==> src/rtl/jtroadf_snd_rx_if.sv <==
// Bus bundle between the main CPU side, the sound CPU side and the
// sound-data receive block.
//   main_cen   : main CPU bus clock enable (Q clock)
//   main_we    : sound-data chip select gated with a write
//   main_din   : main CPU write data
//   snd_irq    : sound interrupt request level from the main CPU latch
//   snd_cen    : sound CPU clock enable
//   snd_rd     : sound CPU latch-read strobe (one clk wide)
//   snd_iack   : sound CPU interrupt acknowledge (one clk wide)
//   latch_dout : sound data latch contents
//   int_n      : sound CPU interrupt, active low
//   timer      : free-running timer value
//   pending    : latch holds an unread byte
//   overrun    : sticky, a byte was overwritten before being read
interface jtroadf_snd_rx_if #(
    parameter int TIMER_W = 4
);
    logic               main_cen;
    logic               main_we;
    logic [7:0]         main_din;
    logic               snd_irq;
    logic               snd_cen;
    logic               snd_rd;
    logic               snd_iack;
    logic [7:0]         latch_dout;
    logic               int_n;
    logic [TIMER_W-1:0] timer;
    logic               pending;
    logic               overrun;

    // Driver side: the CPUs
    modport master (
        output main_cen, main_we, main_din, snd_irq,
        output snd_cen, snd_rd, snd_iack,
        input  latch_dout, int_n, timer, pending, overrun
    );

    // Receiver side: the sound-data block
    modport slave (
        input  main_cen, main_we, main_din, snd_irq,
        input  snd_cen, snd_rd, snd_iack,
        output latch_dout, int_n, timer, pending, overrun
    );
endinterface

==> src/rtl/jtroadf_snd_rx.sv <==
// Sound-data receiver: main CPU -> sound CPU byte latch with pending and
// sticky overrun flags, edge-triggered sound interrupt with acknowledge,
// and a free-running prescaled timer clocked by snd_cen.
// Ports:
//   clk : system clock
//   rst : synchronous, active-high reset
//   bus : jtroadf_snd_rx_if.slave (see interface file for signal list)
module jtroadf_snd_rx #(
    parameter int TIMER_DIV = 1024,
    parameter int TIMER_W   = 4
) (
    input  logic            clk,
    input  logic            rst,
    jtroadf_snd_rx_if.slave bus
);
    localparam int PRE_W = $clog2(TIMER_DIV);
    localparam logic [PRE_W-1:0] PRE_MAX = PRE_W'(TIMER_DIV - 1);

    typedef enum logic {IDLE = 1'b0, REQ = 1'b1} irq_state_t;

    logic [7:0]         latch_q,     latch_d;
    logic               pending_q,   pending_d;
    logic               overrun_q,   overrun_d;
    logic               snd_irq_l_q, snd_irq_l_d;
    logic [PRE_W-1:0]   presc_q,     presc_d;
    logic [TIMER_W-1:0] timer_q,     timer_d;
    irq_state_t         state_q;
    logic               int_n_q;

    logic latch_wr;
    logic irq_rise;

    assign latch_wr = bus.main_cen & bus.main_we;
    // Rising edge is only seen on main_cen cycles, against the level
    // captured on the previous main_cen cycle.
    assign irq_rise = bus.main_cen & bus.snd_irq & ~snd_irq_l_q;

    always_comb begin
        latch_d     = latch_q;
        pending_d   = pending_q;
        overrun_d   = overrun_q;
        snd_irq_l_d = snd_irq_l_q;
        presc_d     = presc_q;
        timer_d     = timer_q;

        if (latch_wr) begin
            latch_d   = bus.main_din;
            // A write in the same cycle as a read wins, so pending stays set
            pending_d = 1'b1;
            // Overwrite counts as lost only if the reader did not take the
            // old byte in this same cycle.
            if (pending_q && !bus.snd_rd) begin
                overrun_d = 1'b1;
            end
        end else if (bus.snd_rd) begin
            pending_d = 1'b0;
        end

        if (bus.main_cen) begin
            snd_irq_l_d = bus.snd_irq;
        end

        if (bus.snd_cen) begin
            if (presc_q == PRE_MAX) begin
                presc_d = '0;
                timer_d = timer_q + 1'b1;
            end else begin
                presc_d = presc_q + 1'b1;
            end
        end
    end

    always_ff @(posedge clk) begin
        if (rst) begin
            latch_q     <= 8'h00;
            pending_q   <= 1'b0;
            overrun_q   <= 1'b0;
            snd_irq_l_q <= 1'b0;
            presc_q     <= '0;
            timer_q     <= '0;
        end else begin
            latch_q     <= latch_d;
            pending_q   <= pending_d;
            overrun_q   <= overrun_d;
            snd_irq_l_q <= snd_irq_l_d;
            presc_q     <= presc_d;
            timer_q     <= timer_d;
        end
    end

    // Interrupt request machine; int_n is registered alongside the state.
    // Requests are not queued, and an edge coinciding with an ack wins.
    always_ff @(posedge clk) begin
        if (rst) begin
            state_q <= IDLE;
            int_n_q <= 1'b1;
        end else begin
            case (state_q)
                IDLE: begin
                    if (irq_rise) begin
                        state_q <= REQ;
                        int_n_q <= 1'b0;
                    end
                end
                REQ: begin
                    if (bus.snd_iack && !irq_rise) begin
                        state_q <= IDLE;
                        int_n_q <= 1'b1;
                    end
                end
                default: begin
                    state_q <= IDLE;
                    int_n_q <= 1'b1;
                end
            endcase
        end
    end

    assign bus.latch_dout = latch_q;
    assign bus.pending    = pending_q;
    assign bus.overrun    = overrun_q;
    assign bus.int_n      = int_n_q;
    assign bus.timer      = timer_q;
endmodule

==> src/flat_wrapper.sv <==
// flat-port wrapper written by rule: the top's interface ports become plain ports
module jtroadf_snd_rx_flat 
#(
    parameter int TIMER_DIV = 1024,
    parameter int TIMER_W   = 4
)
  (clk, rst, bus_main_cen, bus_main_we, bus_main_din, bus_snd_irq, bus_snd_cen, bus_snd_rd, bus_snd_iack, bus_latch_dout, bus_int_n, bus_timer, bus_pending, bus_overrun);
  jtroadf_snd_rx_if #(.TIMER_W(TIMER_W)) bus_i ();
  input  logic clk;
  input  logic rst;
  input wire logic [$bits(bus_i.main_cen)-1:0] bus_main_cen;
  input wire logic [$bits(bus_i.main_we)-1:0] bus_main_we;
  input wire logic [$bits(bus_i.main_din)-1:0] bus_main_din;
  input wire logic [$bits(bus_i.snd_irq)-1:0] bus_snd_irq;
  input wire logic [$bits(bus_i.snd_cen)-1:0] bus_snd_cen;
  input wire logic [$bits(bus_i.snd_rd)-1:0] bus_snd_rd;
  input wire logic [$bits(bus_i.snd_iack)-1:0] bus_snd_iack;
  output wire logic [$bits(bus_i.latch_dout)-1:0] bus_latch_dout;
  output wire logic [$bits(bus_i.int_n)-1:0] bus_int_n;
  output wire logic [$bits(bus_i.timer)-1:0] bus_timer;
  output wire logic [$bits(bus_i.pending)-1:0] bus_pending;
  output wire logic [$bits(bus_i.overrun)-1:0] bus_overrun;
  assign bus_i.main_cen = bus_main_cen;
  assign bus_i.main_we = bus_main_we;
  assign bus_i.main_din = bus_main_din;
  assign bus_i.snd_irq = bus_snd_irq;
  assign bus_i.snd_cen = bus_snd_cen;
  assign bus_i.snd_rd = bus_snd_rd;
  assign bus_i.snd_iack = bus_snd_iack;
  assign bus_latch_dout = bus_i.latch_dout;
  assign bus_int_n = bus_i.int_n;
  assign bus_timer = bus_i.timer;
  assign bus_pending = bus_i.pending;
  assign bus_overrun = bus_i.overrun;
  jtroadf_snd_rx #(.TIMER_DIV(TIMER_DIV), .TIMER_W(TIMER_W)) u_core (.clk(clk), .rst(rst), .bus(bus_i));
endmodule
==> config.mk <==
export PLATFORM = sky130hd
export DESIGN_NAME = jtroadf_snd_rx_flat
export DESIGN_NICKNAME = d
export VERILOG_FILES = /design/src/rtl/jtroadf_snd_rx_if.sv /design/src/rtl/jtroadf_snd_rx.sv /design/src/flat_wrapper.sv
export SDC_FILE = /design/constraint.sdc
export NUM_CORES = 1
export LEC_CHECK = 0
export CAP_MARGIN = 15
export CORE_UTILIZATION = 51
export CTS_CLUSTER_SIZE = 30
export DETAILED_ROUTE_END_ITERATION = 8
export PLACE_DENSITY = 0.83
export SKIP_CTS_REPAIR_TIMING = 1
export SLEW_MARGIN = 20
export SYNTH_ARGS = -nofsm -noshare
export SYNTH_HDL_FRONTEND = slang
export SYNTH_SLANG_ARGS = --single-unit
==> constraint.sdc <==
create_clock -name clk -period 3.5 [get_ports clk]
set_input_delay 0.7 -clock clk [delete_from_list [all_inputs] [get_ports clk]]
set_output_delay 0.7 -clock clk [all_outputs]
set_load 0.01 [all_outputs]
Word-level counts from Yosys, hierarchy flattened
Cells that the tools add are included.
- register bits: 27
- output and inout port bits: 15
- input bits: 16
- $add $sub $neg: 2
- reduce and logical (&&, ||, !) cells: 8
- multiplexer cells: 9
- equality and inequality tests: 3
- bitwise gates (word level): 5
- operators with widths (kind ; count):
    10-bit by 1-bit adder with 10-bit output, second input constant ; 1
    10-bit == test, second input constant ; 1
    10-bit 2-to-1 mux ; 1
    1-bit 2-to-1 mux ; 6
    2-bit AND reduction ; 3
    4-bit by 1-bit adder with 4-bit output, second input constant ; 1
    1-bit one-hot mux with 2 select lines ; 2
    1-bit AND ; 3
    1-bit logical AND ; 2
    1-bit zero test ; 2
    2-bit by 1-bit inequality test with 1-bit output, second input constant ; 1
    2-bit inequality test, second input constant ; 1
    1-bit NOT ; 2
    2-bit nonzero test ; 1

Depth between registers and ports, before layout
Gate-level depths: netlist of the first run.
- word-level depth: 6
- mapped depth: 4

Least setup slack after synthesis of the first run
OpenSTA, ideal clock, no wires.
- path type: input port to flip-flop
- start: input port bus_snd_cen
- end: register u_core.timer_q[0], in the netlist u_core.bus.timer[0]
- setup slack: 1755 ps
- buffers on the path: 1
- required time: 3377 ps
- arrival: 1621 ps
- stages: 4
- cell sequence: buf_4 > nand4_4 > nor3_4 > mux2_1
- longest elaborated chain between the ends: 1
- RTL lines (what ; RTL line ; source):
    start: declaration ; flat_wrapper.sv:15 ; input wire logic [$bits(bus_i.snd_cen)-1:0] bus_snd_cen;
    2-bit AND reduction (no line) ; n/a ;
    end signal: assignment ; jtroadf_snd_rx.sv:87 ; timer_q <= timer_d;
    end: declaration ; jtroadf_snd_rx.sv:26 ; logic [TIMER_W-1:0] timer_q, timer_d;
No other way between the ends.
A chain may end at the register's enable or synchronous reset.

Final worst setup path of the first run
Ends and elaborated chain as after synthesis.

==> reports/qor.yml, run 1 <==
status: "complete, no violations"
antenna_found_initial: 0
avgSynthCellArea_um2: 9.044
crit_fanout: 11
port_buffers: 30
min_delay_worst_endpoint: "u_core.bus.latch_dout[2]"
initial_utilization_pct: 55.07
die_height_um: 51.11
syn_nets: 154
finClkSkew_ns: 0.002966
drt-pass1-iter-count: 4
cp.arrival_ns: 2.39
synth_cell_types: 37
dr_total_vias: 1053
cap_violations: 0
cp-start-kind: "input port"
gp_congestion: 0.8148
cts_tree: "yes"
final_cells: 193
final_util_pct: 69.97
die_area_um2: 2612
nNetsFinal: 184
rows: 17
cts_buffer_depth: 2
grt_pass1_wl_um: 3919
fin_crit_ns: 2.183
clk_pin_slew_ns: 0.13
die_x_um: 51.11
r2r-end: "u_core.bus.timer[0]"
r2r_cells: 4
r2r-start: "u_core.presc_q[0]"
slew_viol_final: 0
ys_ff_latch: 27
yosysWarnings: 0
grt_max_degree: 17
hold_viol: 0
insertion_delay_ns: 0.31
power.leakage_nw: 0.5873
final_cell_mix: "clkdlybuf4s50_1 (30), dfxtp_1 (27), nand2_1 (22)"
worstPathRequired_ns: 3.71
worstHoldStart: "u_core.bus.latch_dout[2]"
pin_count: 31
rsz0062_at_grt: "false"
avgRoutedWirePerCell_um: 12.39
layout_commonest_cell: "clkdlybuf4s50_1"
clock.fmax_mhz: 458.1
htreeDepth: 1
ys_seq_area_share_pct: 43.95
routed_wl_um: 2391
drt_first_iter_violations: 27
hold_class: "flip-flop to flip-flop"
synthTopCellsByArea: "dfxtp_1 (44%), nand2_1 (6.7%), a21oi_1 (4.9%)"
setup_viol: 0
crit_path_end_kind: "flip-flop"
slew_headroom_pct: 66.11
coreArea_um2: 2233
grt_pass1_vias: 925
holdPathStages: 2
fillers: 169
grt_overflow: 0
tns_ns: 0
diodes: 0
vdd.ir_drop.worst_mv: 0.4077
dp_slack_ns: 0.9670
path_class: "input port to flip-flop"
clkSinkCount: 27
p_per_area_nw_per_um2: 333.2
worstSetupStartpoint: "bus_snd_cen"
worst_pin_slew_ns: 0.5068
cts_root_buf: "clkbuf_4"
cts_buffers: 3
place_hpwl_um: 1876
drc: 0
reg2reg_slack_ns: 1.76
fin_crit_sh_pct: 62.38
synthesis.area_um2: 1230
syn_to_final_growth_pct: 27.06
grtUsageTotal_pct: 20.14
synth_top_area_share_pct: 43.95
fin_ws_ns: 1.317
place_inst: 189
antenna_left: 0
drive_above_1_share_pct: 6.667
synth_cells: 136
synth_top_cell_by_area: "dfxtp_1"
via_per_inst: 5.456
-- critical path, stage by stage --
cell             delay, ns
clkdlybuf4s50_1       0.75
nand4_4               0.21
nor3_4                0.38
mux2_1                0.35
-- flip-flops by register name, summed over array words and instances, names as in the netlist --
signal                 flops
u_core.bus.pending         1
u_core.bus.latch_dout      8
u_core.snd_irq_l_q         1
u_core.bus.int_n           1
u_core.bus.overrun         1
u_core.bus.timer           4
u_core.state_q             1
u_core.presc_q            10
-- Yosys cell counts --
| cell | instances |
|---|---|
| o41ai_1 | 1 |
| nor2b_1 | 2 |
| nand4_1 | 4 |
| ha_1 | 2 |
| nor3_4 | 1 |
| or2_2 | 1 |
| nor2_1 | 8 |
| o31ai_1 | 1 |
| o311ai_0 | 2 |
| xnor2_1 | 1 |
| nand2_1 | 22 |
| nand4bb_1 | 1 |
| buf_2 | 2 |
| o32a_1 | 1 |
| a21oi_1 | 12 |
| or4b_1 | 1 |
| and2_1 | 2 |
| nor4_4 | 1 |
| mux2_2 | 1 |
| nand3b_1 | 1 |
| buf_1 | 1 |
| dfxtp_1 | 27 |
| or3_1 | 2 |
| o21ba_2 | 1 |
| buf_4 | 1 |
| nand3_1 | 6 |
| nand4_4 | 2 |
| clkbuf_1 | 1 |
| a211oi_1 | 1 |
| mux2_1 | 2 |
| mux2i_1 | 3 |
| inv_1 | 5 |
| buf_6 | 1 |
| xor2_1 | 3 |
| o21ai_0 | 3 |
| nor3_1 | 7 |
| nand2b_1 | 3 |
-- routing by layer --
| metal | up-vias | GRT usage (%) | wire, um |
|---|---|---|---|
| met5 | - | 0 | 0 |
| met4 | 0 | 5.093 | 15 |
| met3 | 2 | 6.250 | 99 |
| met2 | 18 | 33.55 | 1175 |
| met1 | 497 | 25.00 | 1100 |
| li1 | 536 | - | - |
-- metrics by stage --
stage / cell area, um^2 / hold slack (ns) / total power [W]
2_1_floorplan: 1230 / 0.4509 / 0.0003667
6_report: 1563 / 0.4674 / 0.0005207
3_3_place_gp: 1536 / 0.4424 / 0.0003997
3_5_place_dp: 1536 / 0.4534 / 0.0004035
4_1_cts: 1563 / 0.4717 / 0.0005303
5_1_grt: 1563 / 0.4904 / 0.0005491
-- where the power goes --
group	total [W]	internal, W	switching (W)
Clock	0.000124	0.0000445	0.0000798
Sequential	0.000329	0.000319	0.0000101
Combinational	0.0000673	0.0000376	0.0000298
Total	0.000521	0.000401	0.000120
-- how the worst max path moves through the flow --
stage / to / slack [ns] / depth (start not counted)
3_5_place_dp: u_core.bus.timer[0] / 0.97 / 4
4_1_cts: u_core.bus.timer[0] / 1.32 / 4
5_1_grt: u_core.bus.timer[0] / 1.23 / 4
2_1_floorplan: u_core.bus.timer[0] / 1.76 / 4
3_3_place_gp: u_core.bus.timer[0] / 1.05 / 4
6_report: u_core.bus.timer[0] / 1.32 / 4
-- area by class of cell --
| type | instances | area, um^2 | area share (%) |
|---|---|---|---|
| Inverter | 5 | 18.77 | 1.201 |
| Tap cell | 28 | 35.03 | 2.242 |
| Sequential cell | 27 | 540.5 | 34.59 |
| Clock buffer | 4 | 26.28 | 1.681 |
| Multi-Input combinational cell | 98 | 634.4 | 40.59 |
| Timing Repair Buffer | 31 | 307.8 | 19.70 |
-- cells by family (layout without fill, tap and decap cells) --
kind of cell | after synthesis | count (layout) | share of synthesized area, %
xor+xnor | 4 | 4 | 2.849
compound gates | 22 | 22 | 11.09
flops | 27 | 27 | 43.95
buf+inv | 11 | 40 | 4.476
mux | 6 | 6 | 5.188
simple gates | 64 | 64 | 30.42
fa+ha+maj | 2 | 2 | 2.034
Note: power is estimated with default switching activity, not from simulation.
==> run 2, diff against run 1 <==
--- a/config.mk
+++ b/config.mk
@@ -6,10 +6,10 @@
 export NUM_CORES = 1
 export LEC_CHECK = 0
 export CAP_MARGIN = 15
-export CORE_UTILIZATION = 51
+export CORE_UTILIZATION = 43
 export CTS_CLUSTER_SIZE = 30
 export DETAILED_ROUTE_END_ITERATION = 8
-export PLACE_DENSITY = 0.83
+export PLACE_DENSITY = 0.74
 export SKIP_CTS_REPAIR_TIMING = 1
 export SLEW_MARGIN = 20
 export SYNTH_ARGS = -nofsm -noshare
==> constraint.sdc (replaced) <==
create_clock -name clk -period 1.9 [get_ports clk]
set_input_delay 0.38 -clock clk [delete_from_list [all_inputs] [get_ports clk]]
set_output_delay 0.38 -clock clk [all_outputs]
set_load 0.01 [all_outputs]
==> run 2 against run 1 <==
Net effect:
- sequential power up 84%
- sequential cell count unchanged
- sequential share of layout area down 0.65 points
- largest power group unchanged
==> reports/qor.yml, run 2 (synthesis gave the netlist of run 1 again) <==
crit_chain: "clkdlybuf4s50_1"
worst_pin_slew_ns: 0.3236
cp_slowest_stage_delay_ns: 0.57
tns_ns: 0
grt_pass1_vias: 983
reg2reg_slack_ns: 0.29
initial_utilization_pct: 44.99
crit_buf_inv: 1
power.total_w: 0.0009934
insertion_delay_ns: 0.33
port_buffers: 30
routed_wl_um: 2512
clock.fmax_mhz: 585.0
fin_crit_ns: 1.709
slew_headroom_pct: 78.14
hold_viol: 0
largest_reg_flops: 10
pin_count: 31
cp-start-kind: "flip-flop"
cts_buffer_depth: 2
syn_to_final_growth_pct: 29.50
clkSinkCount: 27
layout_commonest_cell: "clkdlybuf4s50_1"
cts_root_buf: "clkbuf_4"
regMostFlops: "u_core.presc_q"
diodes: 0
cts_tree: "yes"
cts_buffers: 3
grt_max_degree: 17
setup_viol: 0
slowest_stage: "clkdlybuf4s50_1"
crit_path_end_kind: "primary output"
gp_congestion: 0.8263
fin_ws_ns: 0.1907
p_per_area_nw_per_um2: 623.7
dr_total_vias: 1045
drt-pass1-iter-count: 4
slew_viol_final: 0
grt_overflow: 0
drt_first_iter_violations: 21
die_area_um2: 3078
drc: 0
crit_fanout: 5
die_x_um: 55.48
clk_pin_slew_ns: 0.15
critical_path.top_delay_family: "buffers and inverters"
place_hpwl_um: 1893
hold_class: "flip-flop to flip-flop"
vdd.ir_drop.worst_mv: 0.4019
worstPathRequired_ns: 1.52
final_cell_mix: "clkdlybuf4s50_1 (30), dfxtp_1 (27), nand2_1 (22)"
antenna_left: 0
dp_slack_ns: 0.07115
place_inst: 195
antenna_found_initial: 0
htreeDepth: 1
coreArea_um2: 2734
grtUsageTotal_pct: 17.30
cp.arrival_ns: 1.33
cap_violations: 0
power.leakage_nw: 0.6013
path_class: "flip-flop to primary output"
avgRoutedWirePerCell_um: 12.62
die_height_um: 55.48
drive_above_1_share_pct: 8.929
nNetsFinal: 187
via_per_inst: 5.251
fin_crit_sh_pct: 89.96
final_cells: 199
rows: 19
grt_pass1_wl_um: 4250
rsz0062_at_grt: "false"
status: "complete, no violations"
finClkSkew_ns: 0.002228
## run 2: per-stage QoR
stage               cell area [um^2]  hold slack (ns)  util, %
finish                          1593           0.4621    58.26
global route                    1593           0.4899    58.26
CTS                             1593           0.4671    58.26
detailed placement              1563           0.4472    57.16
global placement                1563           0.4422    57.16
floorplan                       1230           0.4509        -
## run 2: layout make-up
type	instances	area [um^2]
repair buffers	34	330.3
multi-input cells	98	634.4
well taps	31	38.79
fillers	242	1141
clock buffers	3	22.52
inverters	5	18.77
clock inverters	1	7.507
flip-flops and latches	27	540.5
## run 2: report_power, final
part | internal [W] | total, W | switching, W
Combinational | 0.0000718 | 0.000126 | 0.0000542
Clock | 0.0000807 | 0.000261 | 0.000181
Sequential | 0.000588 | 0.000606 | 0.0000181
## run 2: metal layers
layer  wire (um)  global-route usage [%]  share of wire (%)
met1        1138                   21.55                 45
met2        1261                   28.74                 50
met3          63                   2.108                2.5
met4          48                   10.00                1.9
met5           0                       0                  0
## run 2: path summary, 6_finish.rpt
path                                  from                        to  depth (start not counted)
setup / recovery       u_core.bus.timer[0]              bus_timer[0]                          1
hold / removal    u_core.bus.latch_dout[3]  u_core.bus.latch_dout[3]                          2
setup reg to reg         u_core.presc_q[0]       u_core.bus.timer[3]                          4
hold reg to reg   u_core.bus.latch_dout[3]  u_core.bus.latch_dout[3]                          2
==> run 3, diff against run 2 <==
--- a/config.mk
+++ b/config.mk
@@ -11,7 +11,7 @@
 export DETAILED_ROUTE_END_ITERATION = 8
 export PLACE_DENSITY = 0.74
 export SKIP_CTS_REPAIR_TIMING = 1
-export SLEW_MARGIN = 20
+export SLEW_MARGIN = 15
 export SYNTH_ARGS = -nofsm -noshare
 export SYNTH_HDL_FRONTEND = slang
 export SYNTH_SLANG_ARGS = --single-unit
==> results of run 3 <==
Same layout as run 2: the final DEF is identical, and so are final timing and power.
